File: src/rtl/pipe_pkg.sv
// Shared definitions for the reusable pipeline stage register.
// Holds the occupancy state encoding and the default bubble control word.
package pipe_pkg;

    typedef enum logic [1:0] {
        ST_EMPTY = 2'd0,
        ST_ONE   = 2'd1,
        ST_TWO   = 2'd2
    } pipe_state_e;

    localparam int unsigned CTRL_W_DEF = 16;
    localparam int unsigned DATA_W_DEF = 96;

    // All enables de-asserted: safe to present downstream at any time.
    localparam logic [CTRL_W_DEF-1:0] CTRL_BUBBLE_DEF = '0;

endpackage

File: src/rtl/pipe_entry.sv
// One stage entry: valid flag, control word and data word.
// Clear empties the entry and parks ctrl at the bubble; data is kept.
module pipe_entry #(
    parameter int unsigned        CTRL_W      = 16,
    parameter int unsigned        DATA_W      = 96,
    parameter logic [CTRL_W-1:0]  CTRL_BUBBLE = '0
) (
    input  logic              Clk,
    input  logic              Reset,
    input  logic              i_load,
    input  logic              i_clear,
    input  logic [CTRL_W-1:0] i_ctrl,
    input  logic [DATA_W-1:0] i_data,
    output logic              o_valid,
    output logic [CTRL_W-1:0] o_ctrl,
    output logic [DATA_W-1:0] o_data
);

    logic              r_valid;
    logic [CTRL_W-1:0] r_ctrl;
    logic [DATA_W-1:0] r_data;

    always_ff @(posedge Clk) begin
        if (Reset) begin
            r_valid <= 1'b0;
            r_ctrl  <= CTRL_BUBBLE;
            r_data  <= '0;
        end else if (i_clear) begin
            r_valid <= 1'b0;
            r_ctrl  <= CTRL_BUBBLE;
        end else if (i_load) begin
            r_valid <= 1'b1;
            r_ctrl  <= i_ctrl;
            r_data  <= i_data;
        end
    end

    assign o_valid = r_valid;
    assign o_ctrl  = r_ctrl;
    assign o_data  = r_data;

endmodule

File: src/rtl/pipeline_stage_reg.sv
// Reusable pipeline stage register with a 2-entry skid buffer.
// Main entry M drives the outputs; skid entry S absorbs one stall.
module pipeline_stage_reg
    import pipe_pkg::*;
#(
    parameter int unsigned       CTRL_W      = CTRL_W_DEF,
    parameter int unsigned       DATA_W      = DATA_W_DEF,
    parameter logic [CTRL_W-1:0] CTRL_BUBBLE = CTRL_W'(CTRL_BUBBLE_DEF)
) (
    input  logic              Clk,
    input  logic              Reset,
    input  logic              flush,
    input  logic              in_valid,
    output logic              in_ready,
    input  logic [CTRL_W-1:0] in_ctrl,
    input  logic [DATA_W-1:0] in_data,
    output logic              out_valid,
    input  logic              out_ready,
    output logic [CTRL_W-1:0] out_ctrl,
    output logic [DATA_W-1:0] out_data,
    output logic [1:0]        occupancy
);

    pipe_state_e r_state;
    pipe_state_e w_state_nxt;

    logic              w_in_xfer;
    logic              w_out_xfer;
    logic              w_m_load;
    logic              w_m_clear;
    logic              w_m_from_s;
    logic              w_s_load;
    logic              w_s_clear;
    logic [CTRL_W-1:0] w_m_ctrl_in;
    logic [DATA_W-1:0] w_m_data_in;
    logic              w_m_valid;
    logic              w_s_valid;
    logic [CTRL_W-1:0] w_m_ctrl;
    logic [DATA_W-1:0] w_m_data;
    logic [CTRL_W-1:0] w_s_ctrl;
    logic [DATA_W-1:0] w_s_data;

    assign in_ready   = (r_state != ST_TWO);
    assign out_valid  = (r_state != ST_EMPTY);
    assign w_in_xfer  = in_valid & in_ready;
    assign w_out_xfer = out_valid & out_ready;

    always_comb begin
        w_state_nxt = r_state;
        w_m_load    = 1'b0;
        w_m_clear   = 1'b0;
        w_m_from_s  = 1'b0;
        w_s_load    = 1'b0;
        w_s_clear   = 1'b0;
        if (flush) begin
            // Same-cycle input is dropped even if the producer saw ready.
            w_state_nxt = ST_EMPTY;
            w_m_clear   = 1'b1;
            w_s_clear   = 1'b1;
        end else begin
            unique case (r_state)
                ST_EMPTY: begin
                    if (w_in_xfer) begin
                        w_m_load    = 1'b1;
                        w_state_nxt = ST_ONE;
                    end
                end
                ST_ONE: begin
                    if (w_in_xfer && w_out_xfer) begin
                        w_m_load = 1'b1;
                    end else if (w_in_xfer) begin
                        w_s_load    = 1'b1;
                        w_state_nxt = ST_TWO;
                    end else if (w_out_xfer) begin
                        w_m_clear   = 1'b1;
                        w_state_nxt = ST_EMPTY;
                    end
                end
                ST_TWO: begin
                    if (w_out_xfer) begin
                        w_m_load    = 1'b1;
                        w_m_from_s  = 1'b1;
                        w_s_clear   = 1'b1;
                        w_state_nxt = ST_ONE;
                    end
                end
                default: begin
                    w_state_nxt = ST_EMPTY;
                    w_m_clear   = 1'b1;
                    w_s_clear   = 1'b1;
                end
            endcase
        end
    end

    always_ff @(posedge Clk) begin
        if (Reset) begin
            r_state <= ST_EMPTY;
        end else begin
            r_state <= w_state_nxt;
        end
    end

    // M refills from S so the older entry always leaves first.
    assign w_m_ctrl_in = w_m_from_s ? w_s_ctrl : in_ctrl;
    assign w_m_data_in = w_m_from_s ? w_s_data : in_data;

    pipe_entry #(
        .CTRL_W      (CTRL_W),
        .DATA_W      (DATA_W),
        .CTRL_BUBBLE (CTRL_BUBBLE)
    ) u_main (
        .Clk     (Clk),
        .Reset   (Reset),
        .i_load  (w_m_load),
        .i_clear (w_m_clear),
        .i_ctrl  (w_m_ctrl_in),
        .i_data  (w_m_data_in),
        .o_valid (w_m_valid),
        .o_ctrl  (w_m_ctrl),
        .o_data  (w_m_data)
    );

    pipe_entry #(
        .CTRL_W      (CTRL_W),
        .DATA_W      (DATA_W),
        .CTRL_BUBBLE (CTRL_BUBBLE)
    ) u_skid (
        .Clk     (Clk),
        .Reset   (Reset),
        .i_load  (w_s_load),
        .i_clear (w_s_clear),
        .i_ctrl  (in_ctrl),
        .i_data  (in_data),
        .o_valid (w_s_valid),
        .o_ctrl  (w_s_ctrl),
        .o_data  (w_s_data)
    );

    assign out_ctrl  = w_m_ctrl;
    assign out_data  = w_m_data;
    assign occupancy = {1'b0, w_m_valid} + {1'b0, w_s_valid};

endmodule

File: config.mk
export PLATFORM = sky130hd
export DESIGN_NAME = pipeline_stage_reg
export DESIGN_NICKNAME = d
export VERILOG_FILES = /design/src/rtl/pipe_pkg.sv /design/src/rtl/pipe_entry.sv /design/src/rtl/pipeline_stage_reg.sv
export SDC_FILE = /design/constraint.sdc
export NUM_CORES = 1
export LEC_CHECK = 0
export CORE_MARGIN = 2
export CORE_UTILIZATION = 43
export DETAILED_ROUTE_END_ITERATION = 8
export DONT_BUFFER_PORTS = 1
export SLEW_MARGIN = 15
export SYNTH_ARGS = -nofsm -noshare
export SYNTH_HDL_FRONTEND = slang
export SYNTH_SLANG_ARGS = --single-unit
File: constraint.sdc
create_clock -name Clk -period 2.09 [get_ports Clk]
set_input_delay 0.209 -clock Clk [delete_from_list [all_inputs] [get_ports Clk]]
set_output_delay 0.209 -clock Clk [all_outputs]
set_load 0.01 [all_outputs]
==> load_flow_metrics.sql <==
INSERT INTO impl_metrics (metric_group, metric, value, unit) VALUES
('power', 'power.density', '864', 'mW/mm^2'),
('clocking', 'clock_insertion_delay_worst_skew', '0.52', 'ns'),
('yosys', 'postSynthCellCount', '1032', ''),
('cells_and_area', 'nets', '1175', ''),
('clocking', 'tritoncts', 'done', ''),
('route', 'iteration_count_of_the_initial_detailed_routing_pass', '4', ''),
('worst_setup_path', 'setup.worst_path.start_class', 'flop', ''),
('route', 'avgRoutedWirePerCell', '17.6', 'um'),
('status', 'failed_checks', 'hold timing', ''),
('grt', 'grt_overflow_total', '0', ''),
('worst_setup_path', 'timing.critical_path.slowest_stage_cell', 'sky130_fd_sc_hd__dfxtp_1', ''),
('placement', 'port-buffer-count', '0', ''),
('power', 'max-vdd-ir-drop', '0.000502', 'V'),
('power', 'leakage_power_figure', '3.55', 'nW'),
('yosys', 'synth-seq-area-share', '48.5', '%'),
('worst_hold_path', 'min-delay-path-class', 'in -> reg', ''),
('run', 'timing.max_cap.violations', '0', ''),
('timing', 'rsz0062_at_grt', 'false', ''),
('route', 'wl', '23.8', 'mm'),
('timing', 'final-hold-violation-count', '188', ''),
('worst_setup_path', 'regToRegEndpoint', 'u_main.o_data[32]', ''),
('cells_and_area', 'area_growth_syn_to_layout', '19.2', '%'),
('grt', 'antenna_found_initial', '1', ''),
('placement', 'globalplace.congestion', '0.734', ''),
('worst_setup_path', 'crit-reg2reg-launch', 'r_state[0]', ''),
('route', 'post_drt_via_cell_ratio', '5.55', ''),
('worst_setup_path', 'path_cells', 'nand2b_4, nor3b_4, buf_12, buf_12, mux2i_1, a221oi_2', ''),
('die', 'core_box_area', '0.0217', 'sq mm'),
('yosys', 'post_syn_area_per_cell', '9.12', 'sq um'),
('timing', 'worst_slew_pin_slew', '0.689', 'ns'),
('worst_setup_path', 'rrSetupSlack', '0.15', 'ns'),
('cells_and_area', 'layout.cells.most_common', 'sky130_fd_sc_hd__nand2_1', ''),
('yosys', 'synth_nets', '1150', ''),
('clocking', 'cts-root-to-sink-buffers', '3', ''),
('yosys', 'ys_seq_elements', '228', ''),
('yosys', 'synth.cell_area', '0.00942', 'sq mm'),
('die', 'fp.dieArea', '0.0231', 'sq mm'),
('timing', 'fin_tns_setup', '0', 'ns'),
('clocking', 'clock_tree.htree_level_count', '1', ''),
('cells_and_area', 'mostFrequentLayoutCells', 'sky130_fd_sc_hd__nand2_1, sky130_fd_sc_hd__dfxtp_1, sky130_fd_sc_hd__nor2_1, sky130_fd_sc_hd__a21oi_1, sky130_fd_sc_hd__mux2i_1', ''),
('die', 'die_span_in_y', '152', 'um'),
('worst_hold_path', 'worst_hold_path.num_cells', '1', ''),
('worst_setup_path', 'critPathMostFrequentCell', 'sky130_fd_sc_hd__buf_12', ''),
('timing', 'period_share', '92.9', '%'),
('grt', 'grt_first_pass_wirelength', '38.4', 'mm'),
('worst_setup_path', 'worstSetupPathType', 'reg -> reg', ''),
('grt', 'grt.total_usage', '19.5', '%'),
('placement', 'placedInstanceArea', '0.00968', 'sq mm'),
('yosys', 'yosys_warnings', '0', ''),
('clocking', 'post_cts.repair.setup_buffers', '0', ''),
('die', 'start_util', '43.4', '%'),
('cells_and_area', 'design_area', '0.0112', 'sq mm'),
('power', 'total_power', '9.69', 'mW'),
('route', 'final_antenna_net_count', '0', ''),
('die', 'io_pins', '233', ''),
('route', 'dr_total_vias', '7515', ''),
('timing', 'max_clock_freq', '515', 'MHz'),
('cells_and_area', 'layoutNonFillerInstCount', '1354', ''),
('status', 'run_status', 'complete, but fails checks', ''),
('grt', 'grt_pass1_vias', '7146', ''),
('worst_hold_path', 'min_to', 'u_skid.o_data[57]', ''),
('die', 'std_cell_rows', '54', ''),
('clocking', 'path_clk_slew', '0.06', 'ns'),
('cells_and_area', 'fraction_of_final_layout_cells_sized_beyond_drive_strength_1', '10.1', '%'),
('die', 'die_width', '152', 'um'),
('yosys', 'ys_types', '27', ''),
('timing', 'hold_slack', '-0.240', 'ns'),
('timing', 'slew_headroom', '54.0', '%'),
('worst_setup_path', 'crit_path_end_kind', 'flop', ''),
('grt', 'pin_count_of_the_biggest_net_entering_global_routing', '196', ''),
('clocking', 'cts-buffers-inserted', '25', '');
## where the power goes
group	internal, mW	leakage [nW]	switching (mW)
Combinational	0.310	1.30	0.314
Sequential	4.51	1.86	0.192
Clock	2.62	0.393	1.74
## metal layers
layer  GRT usage (%)  part of all wire (%)  vias up
met5               0                     0        -
met4            5.12                   1.6        0
met3            7.13                   8.7       27
met2            31.4                    46      216
met1            25.0                    43     3602
li1                -                     -     3670
## area by class of cell
cell class                 instances  area (sq um)
multi-input combinational        703          4400
antenna                            1          2.50
timing repair buffer              98          1090
fill                            1991         10500
clock buffer                      37           721
sequential                       228          4560
tap                              280           350
inverter                           1          3.75
clock inverter                     6          86.3
## timing repair
action,CTS,global route
hold buffers,25,48
setup endpoints to repair,0,0
hold endpoints to repair,226,192
## how the worst max path moves through the flow
stage	startpoint	end	slack, ns	depth (start not counted)
2_1_floorplan	r_state[1]	u_skid.o_data[25]	0.46	8
3_3_place_gp	r_state[0]	u_main.o_data[32]	0.23	6
3_5_place_dp	r_state[0]	u_main.o_data[33]	0.18	6
4_1_cts	r_state[0]	u_main.o_data[24]	0.18	6
5_1_grt	r_state[0]	u_main.o_data[80]	0.03	6
6_report	r_state[0]	u_main.o_data[32]	0.15	6
## worst max-delay path, delay by kind of cell, from the launching register on
kind / cells / cell delay [ns]
buf+inv: 2 / 0.55
compound gates: 1 / 0.28
flops: 1 / 0.36
simple gates: 2 / 0.47
mux: 1 / 0.12
## synthesized netlist by cell type
master | number | area share, %
sky130_fd_sc_hd__nand2_1 | 230 | 9.2
sky130_fd_sc_hd__nor2_1 | 116 | 4.6
sky130_fd_sc_hd__nor3b_2 | 1 | 0.13
sky130_fd_sc_hd__a2111oi_0 | 1 | 0.093
sky130_fd_sc_hd__nand3_1 | 1 | 0.053
sky130_fd_sc_hd__inv_1 | 1 | 0.040
sky130_fd_sc_hd__a221oi_1 | 73 | 6.8
sky130_fd_sc_hd__buf_1 | 6 | 0.24
sky130_fd_sc_hd__ha_1 | 1 | 0.13
sky130_fd_sc_hd__nand2b_4 | 1 | 0.15
sky130_fd_sc_hd__a21oi_1 | 115 | 6.1
sky130_fd_sc_hd__buf_4 | 8 | 0.64
sky130_fd_sc_hd__a221oi_2 | 39 | 6.2
sky130_fd_sc_hd__clkbuf_1 | 48 | 1.9
sky130_fd_sc_hd__nor3_1 | 1 | 0.053
sky130_fd_sc_hd__buf_2 | 32 | 1.7
sky130_fd_sc_hd__o21ba_2 | 1 | 0.11
sky130_fd_sc_hd__nand2b_1 | 2 | 0.13
sky130_fd_sc_hd__o21ai_0 | 3 | 0.16
sky130_fd_sc_hd__dfxtp_1 | 228 | 48
sky130_fd_sc_hd__mux2i_1 | 112 | 12
sky130_fd_sc_hd__or2_2 | 1 | 0.066
sky130_fd_sc_hd__nor3_2 | 1 | 0.11
sky130_fd_sc_hd__or3_1 | 1 | 0.066
sky130_fd_sc_hd__nand3b_1 | 1 | 0.080
sky130_fd_sc_hd__nor2b_1 | 2 | 0.13
sky130_fd_sc_hd__buf_6 | 6 | 0.72
## per-stage QoR
stage               setup slack (ns)  hold WS [ns]
global placement               0.225         0.291
CTS                            0.179        -0.263
global route                  0.0273        -0.264
detailed placement             0.182         0.293
floorplan                      0.456         0.292
finish                         0.148        -0.240
## kinds of logic after synthesis
kind of cell | after synthesis | share of synthesized area [%]
flops | 228 | 48.5
simple gates | 358 | 14.8
mux | 112 | 11.9
compound gates | 232 | 19.5
fa+ha+maj | 1 | 0.133
buf+inv | 101 | 5.25
## registers in the layout, indices dropped and copies added, names as in the netlist
register	count
r_state	2
u_main.o_ctrl	16
u_main.o_data	96
u_main.o_valid	1
u_skid.o_ctrl	16
u_skid.o_data	96
u_skid.o_valid	1
Note: power is estimated with default switching activity, not from simulation.
